File: src/rtl/pmod_debounce_pkg.sv
// Shared state encoding, default timing and width helper for the PMOD debouncer.
package pmod_debounce_pkg;

  localparam logic ST_STABLE  = 1'b0;
  localparam logic ST_PENDING = 1'b1;

  typedef enum logic {
    STABLE  = ST_STABLE,
    PENDING = ST_PENDING
  } chan_state_e;

  localparam int CLK_HZ      = 12000000;
  localparam int DEBOUNCE_MS = 5;

  // Bits needed to hold values 0..value-1.
  function automatic int clog2_f(input int value);
    int bits;
    int v;
    bits = 0;
    v    = value - 1;
    while (v > 0) begin
      bits = bits + 1;
      v    = v >> 1;
    end
    return bits;
  endfunction

endpackage

File: src/rtl/pmod_debounce_chan.sv
// One PMOD channel: synchroniser, debounce FSM, edge strobes.
// Hold counter and out_long strobe only with PMOD_DEBOUNCE_LONGPRESS_EN.
module pmod_debounce_chan
  import pmod_debounce_pkg::*;
#(
  parameter int   SYNC_STAGES     = 2,
  parameter int   DEBOUNCE_CYCLES = CLK_HZ / 1000 * DEBOUNCE_MS,
  parameter logic INIT_LEVEL      = 1'b0
`ifdef PMOD_DEBOUNCE_LONGPRESS_EN
  ,
  parameter int   LONG_CYCLES     = CLK_HZ
`endif
) (
  input  logic clk_i,
  input  logic rst_i,
  input  logic raw_i,
  output logic level_o,
  output logic rise_o,
  output logic fall_o,
  output logic busy_o
`ifdef PMOD_DEBOUNCE_LONGPRESS_EN
  ,
  output logic long_o
`endif
);

  localparam int            CW      = clog2_f(DEBOUNCE_CYCLES + 1);
  localparam logic [CW-1:0] CNT_MAX = CW'(DEBOUNCE_CYCLES);

  logic [SYNC_STAGES-1:0] sync_q;
  logic                   sync;
  chan_state_e            state_q;
  logic [CW-1:0]          cnt_q;
  logic [CW-1:0]          cnt_d;
  logic                   level_q;
  logic                   rise_q;
  logic                   fall_q;
  logic                   busy_q;

  assign sync  = sync_q[SYNC_STAGES-1];
  assign cnt_d = (cnt_q == CNT_MAX) ? cnt_q : cnt_q + CW'(1);

  always_ff @(posedge clk_i) begin
    if (rst_i) begin
      sync_q  <= {SYNC_STAGES{INIT_LEVEL}};
      state_q <= STABLE;
      cnt_q   <= '0;
      level_q <= INIT_LEVEL;
      rise_q  <= 1'b0;
      fall_q  <= 1'b0;
      busy_q  <= 1'b0;
    end else begin
      sync_q <= {sync_q[SYNC_STAGES-2:0], raw_i};
      rise_q <= 1'b0;
      fall_q <= 1'b0;
      case (state_q)
        STABLE: begin
          if (sync != level_q) begin
            state_q <= PENDING;
            cnt_q   <= CW'(1);
            busy_q  <= 1'b1;
          end else begin
            cnt_q  <= '0;
            busy_q <= 1'b0;
          end
        end
        PENDING: begin
          if (sync == level_q) begin
            state_q <= STABLE;
            cnt_q   <= '0;
            busy_q  <= 1'b0;
          end else if (cnt_q == CNT_MAX) begin
            // Strobe is registered alongside the level so both change on the same edge.
            level_q <= sync;
            rise_q  <= sync;
            fall_q  <= ~sync;
            state_q <= STABLE;
            cnt_q   <= '0;
            busy_q  <= 1'b0;
          end else begin
            cnt_q  <= cnt_d;
            busy_q <= 1'b1;
          end
        end
      endcase
    end
  end

  assign level_o = level_q;
  assign rise_o  = rise_q;
  assign fall_o  = fall_q;
  assign busy_o  = busy_q;

`ifdef PMOD_DEBOUNCE_LONGPRESS_EN
  localparam int            HW       = clog2_f(LONG_CYCLES + 1);
  localparam logic [HW-1:0] HOLD_MAX = HW'(LONG_CYCLES);

  logic [HW-1:0] hold_q;
  logic [HW-1:0] hold_d;
  logic          long_q;

  assign hold_d = (hold_q == HOLD_MAX) ? hold_q : hold_q + HW'(1);

  // Saturation at HOLD_MAX limits the strobe to one per press.
  always_ff @(posedge clk_i) begin
    if (rst_i || !level_q) begin
      hold_q <= '0;
      long_q <= 1'b0;
    end else begin
      hold_q <= hold_d;
      long_q <= (hold_q != HOLD_MAX) && (hold_d == HOLD_MAX);
    end
  end

  assign long_o = long_q;
`endif

endmodule

File: src/rtl/pmod_debounce.sv
// WIDTH independent debounced PMOD inputs with rise/fall strobes and a shared busy flag.
// Optional per-channel long-press strobe with PMOD_DEBOUNCE_LONGPRESS_EN.
module pmod_debounce
  import pmod_debounce_pkg::*;
#(
  parameter int   WIDTH           = 4,
  parameter int   SYNC_STAGES     = 2,
  parameter int   DEBOUNCE_CYCLES = CLK_HZ / 1000 * DEBOUNCE_MS,
  parameter logic INIT_LEVEL      = 1'b0
`ifdef PMOD_DEBOUNCE_LONGPRESS_EN
  ,
  parameter int   LONG_CYCLES     = CLK_HZ
`endif
) (
  input  logic             in_clock,
  input  logic             in_reset,
  input  logic [WIDTH-1:0] in_raw,
  output logic [WIDTH-1:0] out_level,
  output logic [WIDTH-1:0] out_rise,
  output logic [WIDTH-1:0] out_fall,
  output logic             out_busy
`ifdef PMOD_DEBOUNCE_LONGPRESS_EN
  ,
  output logic [WIDTH-1:0] out_long
`endif
);

  logic [WIDTH-1:0] busy_w;

  for (genvar i = 0; i < WIDTH; i++) begin : g_chan
    pmod_debounce_chan #(
      .SYNC_STAGES    (SYNC_STAGES),
      .DEBOUNCE_CYCLES(DEBOUNCE_CYCLES),
      .INIT_LEVEL     (INIT_LEVEL)
`ifdef PMOD_DEBOUNCE_LONGPRESS_EN
      ,
      .LONG_CYCLES    (LONG_CYCLES)
`endif
    ) u_chan (
      .clk_i  (in_clock),
      .rst_i  (in_reset),
      .raw_i  (in_raw[i]),
      .level_o(out_level[i]),
      .rise_o (out_rise[i]),
      .fall_o (out_fall[i]),
      .busy_o (busy_w[i])
`ifdef PMOD_DEBOUNCE_LONGPRESS_EN
      ,
      .long_o (out_long[i])
`endif
    );
  end

  // Each busy bit is already registered, so the OR needs no extra flop.
  assign out_busy = |busy_w;

endmodule

File: config.mk
export PLATFORM = sky130hd
export DESIGN_NAME = pmod_debounce
export DESIGN_NICKNAME = d
export VERILOG_FILES = /design/src/rtl/pmod_debounce_pkg.sv /design/src/rtl/pmod_debounce_chan.sv /design/src/rtl/pmod_debounce.sv
export SDC_FILE = /design/constraint.sdc
export NUM_CORES = 1
export LEC_CHECK = 0
export ABC_AREA = 1
export ABC_CLOCK_PERIOD_IN_PS = 1900
export BUFFER_PORTS_ARGS = -buffer_cell sky130_fd_sc_hd__buf_2
export CORE_MARGIN = 2
export CORE_UTILIZATION = 25
export CTS_CLUSTER_SIZE = 25
export DETAILED_ROUTE_END_ITERATION = 8
export GPL_ROUTABILITY_DRIVEN = 0
export PLACE_DENSITY = 0.41
export SLEW_MARGIN = 20
export SYNTH_ARGS = -nofsm -noshare
export SYNTH_HDL_FRONTEND = slang
export SYNTH_SLANG_ARGS = --single-unit
File: constraint.sdc
create_clock -name in_clock -period 1.9 [get_ports in_clock]
set_clock_uncertainty 0.15 [all_clocks]
set_input_delay 0.19 -clock in_clock [delete_from_list [all_inputs] [get_ports in_clock]]
set_output_delay 0.19 -clock in_clock [all_outputs]
set_load 0.02 [all_outputs]
# Yosys cells after proc, flatten, opt, wreduce, memory -nomap -nowiden
# Cells that the tools add are included.
[classes]
eq_ne = 12
reduce_logical = 9
addsub = 4
n_bitwise = 16
mux = 32
[ops]
columns = ["op", "n"]
rows = [
  ["16-bit 2-to-1 mux", 8],
  ["16-bit one-hot mux with 2 select lines", 4],
  ["16-bit by 1-bit adder with 16-bit output (second input constant)", 4],
  ["16-bit equality test (second input constant)", 4],
  ["4-bit OR reduction", 5],
  ["1-bit 2-to-1 mux", 16],
  ["1-bit NOT", 16],
  ["3-bit AND reduction", 4],
  ["1-bit one-hot mux with 2 select lines", 4],
  ["1-bit equality test", 4],
  ["1-bit inequality test", 4],
]
[word_totals]
in_bits = 6
output_inout_bits = 13
regBits = 88

# Longest topological paths before layout
# Gate-level depths: netlist (run 1).
[logic_depth]
word_depth = 4
depth_mapped = 9
ltp_nobuf = 9

# Cells and area by module
# Synthesis (run 1) repeated with hierarchy kept, for this count alone.
[unflattened]
hier_cells = 602
hier_area_um2 = 4398.0
[by_module_without_submodules]
columns = ["mod", "seq_area_each_um2", "n_inst", "area_per_inst_um2", "cells_per_inst"]
rows = [
  ["pmod_debounce_chan (g_chan[0].u_chan ...)", 440.4, 2, 1104.8, 150],
  ["pmod_debounce_chan (g_chan[1].u_chan)", 440.4, 1, 1122.3, 149],
  ["pmod_debounce_chan (g_chan[3].u_chan)", 440.4, 1, 1054.8, 150],
  ["pmod_debounce", 0.0, 1, 11.3, 3],
]

# Worst setup path before layout (run 1)
# OpenSTA, ideal clock, no wires.
[synth_path]
kind = "register to register"
startpoint = "register g_chan[3].u_chan.cnt_q[0]"
endpoint = "register g_chan[3].u_chan.cnt_q[14]"
synth_period_minus_slack_ps = 1441
t_arrival_ps = 1225
setup_ps = 66
n_path_buf = 0
setup_slack_ps = 459
path_stages_with_launch = 8
cell_sequence = "dfxtp_1 > ha_1 > nand3_1 > nor2_1 > nand2_1 > nor2_1 > nand3_1 > a21oi_2"
[synth_via]
elab_chain_cells = 4
elab_cells_between_ends = 5
cone_classes = "1 x add/sub; 1 x eq/ne; 3 x mux"
[synth_lines]
columns = ["item", "line", "rtl"]
rows = [
  ["start: declaration", "pmod_debounce_chan.sv:33", "logic [CW-1:0] cnt_q;"],
  ["start signal: assignment", "pmod_debounce_chan.sv:81", "cnt_q <= cnt_d;"],
  ["16-bit by 1-bit adder with 16-bit output / 16-bit equality test (equally long branches)", "pmod_debounce_chan.sv:41, pmod_debounce_chan.sv:72", ""],
  ["16-bit 2-to-1 mux (*)", "pmod_debounce_chan.sv:72", "end else if (cnt_q == CNT_MAX) begin"],
  ["16-bit 2-to-1 mux (*)", "pmod_debounce_chan.sv:68", "if (sync == level_q) begin"],
  ["16-bit one-hot mux with 2 select lines (*)", "pmod_debounce_chan.sv:56", "case (state_q)"],
]
# Mark *: on every way between the ends. The rest lies on a longest branch, timed or not.
# A chain may end at the register's enable or synchronous reset.

# Final worst setup path (run 1)
# Same ends and word-level chain as after synthesis.

==> results by group, run 1 <==
Clocking
  – Clock Path Buffers: 2
  – Clock Sinks: 88
  – CTS clk-pin slew, worst paths: ~0.060 ns
  – CTS Buf Count: 9
  – Htree depth: 3
  – CTS root buffer: clkbuf_16
  – TritonCTS clock tree: yes
  – Cts repair resizes: 0
  – Worst-skew pair later-pin latency: around 0.34 ns

GRT
  – Global Route Usage Sum: 11.0%
  – Initial antenna violation count: 0
  – Largest net degree at the start of global routing: 20
  – Total grt overflow: 0
  – Global-route wire length before repair: approximately 16,000 µm
  – Number of global-route vias before repair: roughly 3,500

Setup path
  – Max incr delay on CP: about 0.37 ns
  – Crit Path Class: reg -> reg
  – Worst path slowest cell: dfxtp_1
  – Critical path, cell by cell: ha_1 -> nand3_1 -> nor2_1 -> nand2_1 -> nor2_1 -> nand3_1 -> a21oi_2
  – Reg-to-reg startpoint: g_chan[3].u_chan.cnt_q[0]$_SDFF_PP0_
  – Buf/Inv on CP: 0
  – Worst r2r dst: g_chan[3].u_chan.cnt_q[14]$_SDFF_PP0_
  – CP Capture Type: flip-flop
  – CP delay by family, top: simple AND/OR/NAND/NOR gates
  – Critical Path AT: about 1.8 ns
  – Critical Path RT: 2.03 ns
  – Crit-path max FO: 4
  – Startpoint types: flip-flop
  – Reg2Reg Depth: 7
  – Reg2Reg Setup Slack: between 0.2 and 0.25 ns

STA
  – Worst hold slack: around 0.1 ns
  – Min Clock Period, post-route: between 1.5 and 2 ns
  – Final TNS setup: 0 ns
  – Final Max Tran Viols: 0
  – Final worst path period share: about 90%
  – PnR worst setup slack: 0.239 ns
  – Fin. Hold Viols: 0
  – Slew @ Worst Pin: 0.387 ns
  – Final setup fails: 0
  – Fmax: 602 MHz
  – Unrepaired setup endpoints after global routing: false
  – Worst rel slew slack: 74.0%

Synth
  – Synth Area in Compound Gates: ~7%
  – Mapped Area: 4310 µm²
  – Multiplexer share of the synthesized area: 0%
  – Synth Instances: a little over 600
  – Yosys reg bits: a little under 90
  – Main synth FF type: dfxtp_1
  – Synth Area in XOR/XNOR: 3.02%
  – Yosys warning total: 0
  – Adder-cell area share of the yosys netlist: about 2.3%
  – EDFF count, synth: 0
  – Most common library cells after synthesis: nand2_1, inv_1, nor2_1
  – Simple-Gate Fraction of Synth Area: 34.9%
  – Count of different cell masters after synthesis: 29
  – Largest family of logic cells by synthesized area: simple AND/OR/NAND/NOR gates
  – Async set-or-reset flop fraction in the synthesized netlist: 0%
  – Register area share after synthesis: 40.8%
  – Synth area leaders: dfxtp_1, nand2_1, inv_1, nor2_1, nand3_1
  – Cell taking the most area after synthesis: dfxtp_1
  – Synth Area per Inst: between 6 and 7 µm²
  – Net Count, Synth: about 640
  – Most common cell in the netlist: nand2_1
  – Share of the synthesized area in the top cell type: between 40% and 50%

Worst hold path
  – Hold Startpoint: in_reset
  – Hold crit path type: in -> reg
  – Hold Path Sink: g_chan[2].u_chan.sync_q[0]$_SDFF_PP0_
  – Worst Hold Path Cells: 2

Routing
  – Total Wirelength: between 9000 and 10,000 µm
  – DR pass1 iterations: 4
  – ANT nets after route: 0
  – # DRC: 0
  – Via count: 3,714
  – Mean number of vias per cell: between 4 and 5
  – DRT iter0 DRCs: between 200 and 300
  – Wire length per cell: roughly 11 µm

Cells and area
  – Synth-to-layout area growth: 13.5%
  – Reg area: ~1800 µm²
  – ANT cells: 0
  – Multi-input gate area: 2030 µm²
  – Final nets: 650
  – Fillers: roughly 1,900
  – Layout Cells excl Fill: about 870
  – Layout cells sized above 1: 8.59%

Power and ir drop
  – Int Power: roughly 3.1 mW
  – Max VDD drop: around 0.0004 V
  – PD cells: 788 nW/µm²
  – Pleak: 1.69 nW
  – Net Sw Frac: 19.8%
  – P_sw: 765 µW
  – Logic pwr share: 1.4%
  – Clock Power Share: 50.2%
  – Flop pwr share: 48.4%

Placed design
  – Placed Cells: approximately 850
  – Detailed placement HPWL: ~6900 µm
  – Port bufs: 18
  – Worst slack, placed: 0.256 ns

Floorplanning
  – Core area: approximately 17,000 µm²
  – Rows: 48
  – Initial Util: approximately 25%
  – Top Ports: 19
  – Die Wd: roughly 140 µm
  – Die area: approximately 18,000 µm²
  – Die Ht: ~140 µm

Job
  – Maxcap violations: 0

Outcome
  – Status: finished, final reports clean
-- placed cells by master (no fill, tap or decap), types with 11 or more instances in the layout --
cell / netlist / routed
nand3_1: 41 / 41
buf_2: 0 / 18
a21oi_1: 31 / 31
nand4_1: 24 / 24
o21ai_0: 11 / 11
inv_1: 98 / 98
nand2_1: 135 / 135
nor2_1: 92 / 92
nor3_1: 32 / 32
dfxtp_1: 88 / 88
-- worst max path at each step --
stage | startpoint | to | slack [ns] | cells after the start
global route | g_chan[3].u_chan.cnt_q[0]$_SDFF_PP0_ | g_chan[3].u_chan.cnt_q[14]$_SDFF_PP0_ | 0.01 | 7
floorplan | g_chan[3].u_chan.cnt_q[0]$_SDFF_PP0_ | g_chan[3].u_chan.cnt_q[14]$_SDFF_PP0_ | 0.46 | 7
detailed placement | g_chan[1].u_chan.cnt_q[0]$_SDFF_PP0_ | g_chan[1].u_chan.cnt_q[2]$_SDFF_PP0_ | 0.26 | 7
finish | g_chan[3].u_chan.cnt_q[0]$_SDFF_PP0_ | g_chan[3].u_chan.cnt_q[14]$_SDFF_PP0_ | 0.24 | 7
global placement | g_chan[3].u_chan.cnt_q[0]$_SDFF_PP0_ | g_chan[3].u_chan.cnt_q[14]$_SDFF_PP0_ | 0.25 | 7
CTS | g_chan[3].u_chan.cnt_q[0]$_SDFF_PP0_ | g_chan[3].u_chan.cnt_q[14]$_SDFF_PP0_ | 0.23 | 7
-- per-stage QoR --
step                area (µm²)  total power, mW  utilization, %
CTS                       4900             3.94            28.7
finish                    4900             3.86            28.7
global placement          4540             1.96            26.6
detailed placement        4540             1.96            26.6
global route              4900             4.02            28.7
floorplan                 4310             1.94               -
-- cell type report --
class                           count  share of cell area (%)
Tap cell                          225                    5.75
Timing Repair Buffer               22                    2.66
Clock inverter                      3                    1.33
Clock buffer                       12                    5.24
Inverter                           98                    7.51
Sequential cell                    88                    36.0
Multi-Input combinational cell    417                    41.5
-- logic make-up after synthesis --
family	Yosys count
DFF	88
xor gates and xnor gates	14
adders and majority gates	8
AOI/OAI and AO/OA	53
buffers and inverters	116
and+or+nand+nor	342
-- what timing repair did --
action	4_1_cts	5_1_grt
hold buffers	4	0
hold endpoints to repair	4	0
setup buffers	0	0
-- power groups by stage --
stage                     registers [mW]  logic [mW]  clock network (mW)
after detailed placement            1.91      0.0502                   0
after global routing                1.87      0.0639                2.09
after global placement              1.91      0.0497                   0
final                               1.87      0.0548                1.94
after CTS                           1.87      0.0568                2.01
after floorplan                     1.91      0.0368                   0
-- flip-flops by register name (all words and copies together) (netlist names) --
signal                 count
g_chan.u_chan.cnt_q       64
g_chan.u_chan.fall_o       4
g_chan.u_chan.busy_o       3
g_chan.u_chan.rise_o       4
g_chan.u_chan.level_o      4
g_chan.u_chan.state_q      1
g_chan.u_chan.sync_q       8
-- worst register-to-register path, cell delays in order (launching register included) --
cell and delay (ns):
dfxtp_1 0.37, ha_1 0.21, nand3_1 0.14, nor2_1 0.24, nand2_1 0.14, nor2_1 0.14, nand3_1 0.10, a21oi_2 0.12
-- routing by layer --
metal  track usage (%)  vias to the layer above  part of all wire (%)
li1                  -                     1985                     -
met1              14.5                     1678                    51
met2              17.0                       40                    44
met3              2.54                       11                   2.8
met4              5.38                        0                   2.1
met5                 0                        -                     0
Note: power is estimated with default switching activity, not from simulation.
==> run 2, diff against run 1 <==
- PLACE_DENSITY: 0.41 -> not set
==> run 2 against run 1 <==
  * Register-to-register slack improved by 0.03 ns
  * Hold slack lost 0.040 ns
  * Cell count is 0.23% higher
  * Clock power decreased by 2%
  * Highest routed layer unchanged
  * Critical endpoint unchanged
  * Sequential share of layout area about the same
  * Fmax up 2.0%
==> results by group, run 2 (synthesis results as in run 1) <==
Outcome
  – Status: finished, final reports clean

Placed design
  – Port bufs: 18 (unchanged)
  – Placed Area: 4540 µm² (+0.17%)
  – Detailed placement HPWL: 6340 µm (-8.7%)

Setup path
  – Max incr delay on CP: 0.38 ns (about the same)
  – Critical Path AT: 1.75 ns (-0.04 ns)
  – Reg2Reg Setup Slack: 0.27 ns (+0.03 ns)
  – Critical path, cell by cell: ha_1 -> nand3_1 -> nor2_1 -> nand2_1 -> nor2_1 -> nand3_1 -> a21oi_2
  – Startpoint types: flip-flop
  – Crit-path max FO: 4 (unchanged)
  – Buf/Inv on CP: 0 (unchanged)
  – CP delay by family, top: simple AND/OR/NAND/NOR gates
  – Reg-to-reg startpoint: g_chan[3].u_chan.cnt_q[0]$_SDFF_PP0_
  – Crit Path Class: reg -> reg
  – Critical Path RT: 2.02 ns (about the same)
  – Reg2Reg Depth: 7 (unchanged)
  – Worst path slowest cell: dfxtp_1
  – CP Capture Type: flip-flop
  – Worst r2r dst: g_chan[3].u_chan.cnt_q[14]$_SDFF_PP0_

GRT
  – Global Route Usage Sum: 10.1% (-0.96 points)
  – Global-route wire length before repair: 14,900 µm (-7.9%)
  – Total grt overflow: 0 (unchanged)
  – Largest net degree at the start of global routing: 18 (-10%)
  – Initial antenna violation count: 0 (unchanged)
  – Number of global-route vias before repair: 3,268 (-6.2%)

Power and ir drop
  – PD cells: 780 nW/µm² (-1.1%)
  – Pleak: 1.69 nW (+0.21%)
  – Max VDD drop: 0.000513 V (+26%)

STA
  – Final Max Tran Viols: 0 (unchanged)
  – Fmax: 614 MHz (+2.0%)
  – Worst rel slew slack: 75.5% (+1.5 points)
  – Final TNS setup: 0 ns (unchanged)
  – Final setup fails: 0 (unchanged)
  – Unrepaired setup endpoints after global routing: false
  – Slew @ Worst Pin: 0.365 ns (-0.0220 ns)
  – Final worst path period share: 85.7% (-1.7 points)
  – Fin. Hold Viols: 0 (unchanged)
  – Min Clock Period, post-route: 1.63 ns (-0.0327 ns)

Worst hold path
  – Hold Startpoint: in_reset
  – Hold Path Sink: g_chan[1].u_chan.sync_q[1]$_SDFF_PP0_
  – Hold crit path type: in -> reg
  – Worst Hold Path Cells: 2 (unchanged)

Cells and area
  – Final instance area: 4900 µm² (+0.13%)
  – Commonest cells after routing, fill and taps aside: nand2_1, inv_1, nor2_1
  – Multi-input gate area: 2030 µm² (unchanged)
  – Layout cells sized above 1: 8.88% (+0.28 points)
  – Max reg flops: 64 (unchanged)
  – Fillers: 1,902 (+0.16%)
  – ANT cells: 0 (unchanged)
  – Reg area: 1760 µm² (unchanged)
  – Final nets: 651 (+0.15%)
  – Synth-to-layout area growth: 13.7%
  – Largest registers: g_chan.u_chan.cnt_q (64), g_chan.u_chan.sync_q (8)
  – Commonest non-fill, non-tap cell in the layout: nand2_1
  – Reg with most FFs: g_chan.u_chan.cnt_q

Routing
  – Total Wirelength: 8560 µm (-7.5%)
  – # DRC: 0 (unchanged)
  – DRT iter0 DRCs: 200 (-28%)
  – Via count: 3,606 (-2.9%)
  – ANT nets after route: 0 (unchanged)
  – Wire length per cell: 9.88 µm (-7.7%)
  – DR pass1 iterations: 4 (unchanged)
  – Routed wl met3: 262 µm (+1.6%)
  – Top layer used by detailed routing: met4
  – Met1 wire length: 4360 µm (-8.4%)
  – Mean number of vias per cell: 4.16 (-3.1%)
  – Met2 wire len: 3800 µm (-6.1%)

Floorplanning
  – Die Wd: 135 µm (unchanged)
  – Rows: 48 (unchanged)
  – Die Ht: 135 µm (unchanged)
  – Initial Util: 25.3% (unchanged)
  – Die area: 18,300 µm² (unchanged)
  – Core area: 17,100 µm² (unchanged)
  – Top Ports: 19 (unchanged)

Clocking
  – TritonCTS clock tree: yes
  – # hold bufs at CTS: 4 (unchanged)
  – Htree depth: 3 (unchanged)
  – Clock Sinks: 88 (unchanged)
  – Clock Path Buffers: 2 (unchanged)
  – CTS clk-pin slew, worst paths: 0.06 ns (about the same)
  – CTS Buf Count: 9 (unchanged)
  – Worst-skew pair later-pin latency: 0.34 ns (about the same)
  – Post-CTS Setup Bufs: 0 (unchanged)
  – Cts repair resizes: 0 (unchanged)
  – CTS root buffer: clkbuf_16

Job
  – Maxcap violations: 0 (unchanged)
## run 2: cell types whose count changed in the layout (fill, tap and decap cells not counted), sizes merged
cell | previous run | this run
clkbuf | 12 | 10
inv | 98 | 100
buf | 18 | 19
clkinv | 1 | 2
## run 2: metal layers
layer / GRT usage [%] / vias to the layer above
li1: - / 1982
met5: 0 / -
met1: 12.9 / 1576
met2: 16.3 / 36
met3: 3.03 / 12
met4: 3.30 / 0
## run 2: worst max-delay path by stage
| stage | endpoint | depth (start not counted) | from | slack (ns) |
|---|---|---|---|---|
| 2_1_floorplan | g_chan[3].u_chan.cnt_q[14]$_SDFF_PP0_ | 7 | g_chan[3].u_chan.cnt_q[0]$_SDFF_PP0_ | 0.46 |
| 3_3_place_gp | g_chan[1].u_chan.cnt_q[2]$_SDFF_PP0_ | 7 | g_chan[1].u_chan.cnt_q[0]$_SDFF_PP0_ | 0.34 |
| 3_5_place_dp | g_chan[3].u_chan.cnt_q[14]$_SDFF_PP0_ | 7 | g_chan[3].u_chan.cnt_q[0]$_SDFF_PP0_ | 0.30 |
| 4_1_cts | g_chan[3].u_chan.cnt_q[14]$_SDFF_PP0_ | 7 | g_chan[3].u_chan.cnt_q[0]$_SDFF_PP0_ | 0.29 |
| 5_1_grt | g_chan[3].u_chan.cnt_q[14]$_SDFF_PP0_ | 7 | g_chan[3].u_chan.cnt_q[0]$_SDFF_PP0_ | 0.11 |
| 6_report | g_chan[3].u_chan.cnt_q[14]$_SDFF_PP0_ | 7 | g_chan[3].u_chan.cnt_q[0]$_SDFF_PP0_ | 0.27 |
## run 2: stage by stage
step                      instances  utilization, %  power, mW  hold slack [ns]  setup WS (ns)
final                           867            28.7       3.82           0.0615          0.272
after CTS                       867            28.7       3.90           0.0462          0.287
after floorplan                 621               -       1.94            0.147          0.459
after global routing            867            28.7       3.97           0.0768          0.106
after global placement          847            26.6       1.96            0.242          0.337
after detailed placement        847            26.6       1.96            0.246          0.297
## run 2: final cells by class
| type | instances | share of cell area [%] |
|---|---|---|
| inverters | 98 | 7.50 |
| repair buffers | 23 | 2.81 |
| clock inverters | 6 | 1.86 |
| well taps | 225 | 5.74 |
| flip-flops and latches | 88 | 35.9 |
| clock buffers | 10 | 4.67 |
| multi-input cells | 417 | 41.5 |
## run 2: report_power, final
part | internal (mW) | switching [mW] | total [mW]
registers | 1.86 | 0.0102 | 1.87
logic | 0.0233 | 0.0347 | 0.0581
clock network | 1.16 | 0.736 | 1.90
## run 2: worst reg2reg max path: stages, from the launching register on
cell and delay, ns:
dfxtp_1 0.38, ha_1 0.20, nand3_1 0.12, nor2_1 0.23, nand2_1 0.13, nor2_1 0.14, nand3_1 0.10, a21oi_2 0.12
==> run 3, diff against run 2 <==
- ABC_AREA: 1 -> not set
- CELL_PAD_IN_SITES_DETAIL_PLACEMENT: not set -> 2
- CELL_PAD_IN_SITES_GLOBAL_PLACEMENT: not set -> 2
- PLACE_DENSITY_LB_ADDON: not set -> 0.1
==> run 3 against run 2 <==
  * First-iteration DRC count down 56%
  * Cell count shrank 21%
  * Total power shrank 1.1%
  * Routed wire length grew 15%
  * Combinational power shrank 11%
  * Flip-flop and latch count stayed put
  * Clock power fell by 2%
  * Worst setup slack got worse by 0.27 ns
  * Fmax shrank 14%
  * Area after synthesis fell by 10%
  * Critical path depth shrank 2
  * Largest cell class unchanged
==> results by group, run 3 <==
Power and ir drop
  – PD cells: 772 nW/µm² (-1.0%)
  – P_sw: 813 µW (+4.1%)
  – Int Power: 2.97 mW (-2.4%)
  – Flop pwr share: 49.4% (+0.6 points)
  – Logic pwr share: 1.4% (about the same)
  – Clock Power Share: 49.2% (-0.4 points)
  – Pleak: 1.71 nW (+1.2%)
  – Max VDD drop: 0.000437 V (-15%)
  – Net Sw Frac: 21.5% (+1.1 points)

STA
  – Min Clock Period, post-route: 1.90 ns (+0.267 ns)
  – Fin. Hold Viols: 0 (unchanged)
  – Fmax: 528 MHz (-14%)
  – Final TNS setup: 0 ns (unchanged)
  – Slew @ Worst Pin: 0.409 ns (+0.0437 ns)
  – Final worst path period share: 99.8% (+14 points)
  – Final Max Tran Viols: 0 (unchanged)
  – Final setup fails: 0 (unchanged)
  – Unrepaired setup endpoints after global routing: true
  – Worst rel slew slack: 72.4% (-3.1 points)

Synth
  – Synth Instances: 429 (-31%)
  – EDFF count, synth: 0 (unchanged)
  – Synth Area per Inst: 9.04 µm² (+30%)
  – Share of the synthesized area in the top cell type: 45.4% (+4.6 points)
  – Mapped Area: 3880 µm² (-10%)
  – Synth area leaders: dfxtp_1, xnor2_1, nor2_1, nand4_1, nor4_1
  – Async set-or-reset flop fraction in the synthesized netlist: 0% (unchanged)
  – Most common library cells after synthesis: dfxtp_1, nor2_1, xnor2_1
  – Main synth FF type: dfxtp_1
  – Cell taking the most area after synthesis: dfxtp_1
  – Count of different cell masters after synthesis: 39 (+34%)
  – Yosys reg bits: 88 (unchanged)
  – Register area share after synthesis: 45.4% (+4.6 points)
  – Most common cell in the netlist: dfxtp_1
  – Yosys warning total: 0 (unchanged)
  – Net Count, Synth: 443 (-30%)

GRT
  – Global-route wire length before repair: 16,700 µm (+12%)
  – Initial antenna violation count: 0 (unchanged)
  – Global Route Usage Sum: 13.0% (+2.9 points)
  – Total grt overflow: 0 (unchanged)
  – Number of global-route vias before repair: 3,345 (+2.4%)
  – Largest net degree at the start of global routing: 18 (unchanged)

Cells and area
  – Commonest non-fill, non-tap cell in the layout: dfxtp_1
  – Reg area: 1770 µm² (+0.57%)
  – Multi-input gate area: 1950 µm² (-4.4%)
  – ANT cells: 0 (unchanged)
  – Reg with most FFs: g_chan.u_chan.cnt_q
  – Fillers: 1,708 (-10%)
  – Commonest cells after routing, fill and taps aside: dfxtp_1, nor2_1, buf_4
  – Final instance area: 4900 µm² (about the same)
  – Largest registers: g_chan.u_chan.cnt_q (64), g_chan.u_chan.sync_q (8)
  – Synth-to-layout area growth: 26.4%
  – Final nets: 506 (-22%)
  – Layout cells sized above 1: 22.7% (+14 points)
  – Max reg flops: 64 (unchanged)

Routing
  – DRT iter0 DRCs: 88 (-56%)
  – # DRC: 0 (unchanged)
  – Via count: 3,144 (-13%)
  – DR pass1 iterations: 4 (unchanged)
  – Mean number of vias per cell: 4.59 (+10%)
  – ANT nets after route: 0 (unchanged)
  – Total Wirelength: 9890 µm (+15%)
  – Wire length per cell: 14.4 µm (+46%)

Floorplanning
  – Core area: 15,200 µm² (-11%)
  – Initial Util: 25.5% (+0.20 points)
  – Top Ports: 19 (unchanged)
  – Rows: 45 (-6.3%)
  – Die area: 16,500 µm² (-9.9%)
  – Die Ht: 129 µm (-5.1%)
  – Die Wd: 129 µm (-5.1%)

Job
  – Maxcap violations: 0 (unchanged)

Setup path
  – Worst path slowest cell: or4b_4
  – Critical Path RT: 1.99 ns (-0.03 ns)
  – Max incr delay on CP: 0.53 ns (+0.15 ns)
  – Critical Path AT: 1.99 ns (+0.24 ns)
  – Crit-path max FO: 15 (+11)
  – Reg-to-reg startpoint: g_chan[0].u_chan.cnt_q[4]$_SDFF_PP0_
  – Critical path, cell by cell: or4b_4 -> or4_4 -> nand3_4 -> buf_12 -> nor2_1
  – Startpoint types: flip-flop
  – CP Capture Type: flip-flop
  – Buf/Inv on CP: 1 (+1)
  – CP delay by family, top: simple AND/OR/NAND/NOR gates
  – Crit Path Class: reg -> reg
  – Crit path from: g_chan[0].u_chan.cnt_q[4]$_SDFF_PP0_

Placed design
  – Placed Area: 4470 µm² (-1.5%)
  – Detailed placement HPWL: 7130 µm (+12%)
  – Port bufs: 18 (unchanged)

Outcome
  – Status: finished, final reports clean

Clocking
  – Worst-skew pair later-pin latency: 0.35 ns (about the same)
  – CTS clk-pin slew, worst paths: 0.07 ns (about the same)
  – CTS root buffer: clkbuf_16
  – Clock Sinks: 88 (unchanged)
  – TritonCTS clock tree: yes
  – CTS Buf Count: 9 (unchanged)
  – Htree depth: 3 (unchanged)
  – Clock Path Buffers: 2 (unchanged)

Worst hold path
  – Hold Startpoint: in_reset
  – Hold crit path type: in -> reg
[run 3: power by group through the flow]
stage | Clock (mW) | Combinational (mW) | Sequential, mW
finish | 1.86 | 0.0518 | 1.87
global route | 2.02 | 0.0586 | 1.87
CTS | 1.93 | 0.0527 | 1.87
detailed placement | 0 | 0.0462 | 1.91
global placement | 0 | 0.0448 | 1.91
floorplan | 0 | 0.0279 | 1.91
[run 3: final cells by class]
type | instances | share of cell area (%)
Tap cell | 188 | 4.80
Sequential cell | 88 | 36.2
Clock inverter | 5 | 1.12
Clock buffer | 11 | 5.16
Timing Repair Buffer | 73 | 11.2
Inverter | 24 | 1.84
Multi-Input combinational cell | 296 | 39.7
[run 3: through the flow]
step / power [mW] / util (%) / setup WS [ns] / instances / hold slack [ns]
detailed placement: 1.96 / 29.4 / -0.0131 / 663 / 0.259
floorplan: 1.93 / - / 0.000880 / 429 / 0.168
global route: 3.94 / 32.2 / -0.0691 / 685 / 0.0787
global placement: 1.95 / 29.4 / 0.0158 / 663 / 0.258
finish: 3.78 / 32.2 / 0.00445 / 685 / 0.0623
CTS: 3.85 / 31.8 / -0.00246 / 683 / 0.0663
[run 3: final timing paths]
path / slack (ns) / cells past startpoint / end
max: 0.004 / 5 / g_chan[0].u_chan.cnt_q[15]$_SDFF_PP0_
min: 0.06 / 2 / g_chan[2].u_chan.level_o$_SDFFE_PP0P_
max reg2reg: 0.004 / 5 / g_chan[0].u_chan.cnt_q[15]$_SDFF_PP0_
min reg2reg: 0.29 / 1 / g_chan[2].u_chan.sync_q[1]$_SDFF_PP0_
[run 3: kinds of logic after synthesis]
| family | count (synthesis) | synth area share, % |
|---|---|---|
| and+or+nand+nor | 214 | 29.9 |
| DFF | 88 | 45.4 |
| xor gates and xnor gates | 58 | 13.1 |
| buffers and inverters | 45 | 6.00 |
| AOI/OAI and AO/OA | 14 | 2.49 |
| adders and majority gates | 8 | 2.58 |
| muxes | 2 | 0.516 |
[run 3: repair_timing]
item,CTS,global route
setup buffers,0,2
hold buffers,4,0
endpoints found under the hold margin,4,0
setup endpoints to repair,37,54
pin swaps,1,2
gates resized for setup,4,21
[run 3: routing by layer]
layer / GRT usage [%] / wire length, µm / vias up / part of all wire (%)
li1: - / - / 1573 / -
met1: 16.6 / 4800 / 1531 / 49
met2: 21.2 / 4650 / 26 / 47
met3: 2.91 / 243 / 14 / 2.5
met4: 5.75 / 195 / 0 / 2.0
met5: 0 / 0 / - / 0
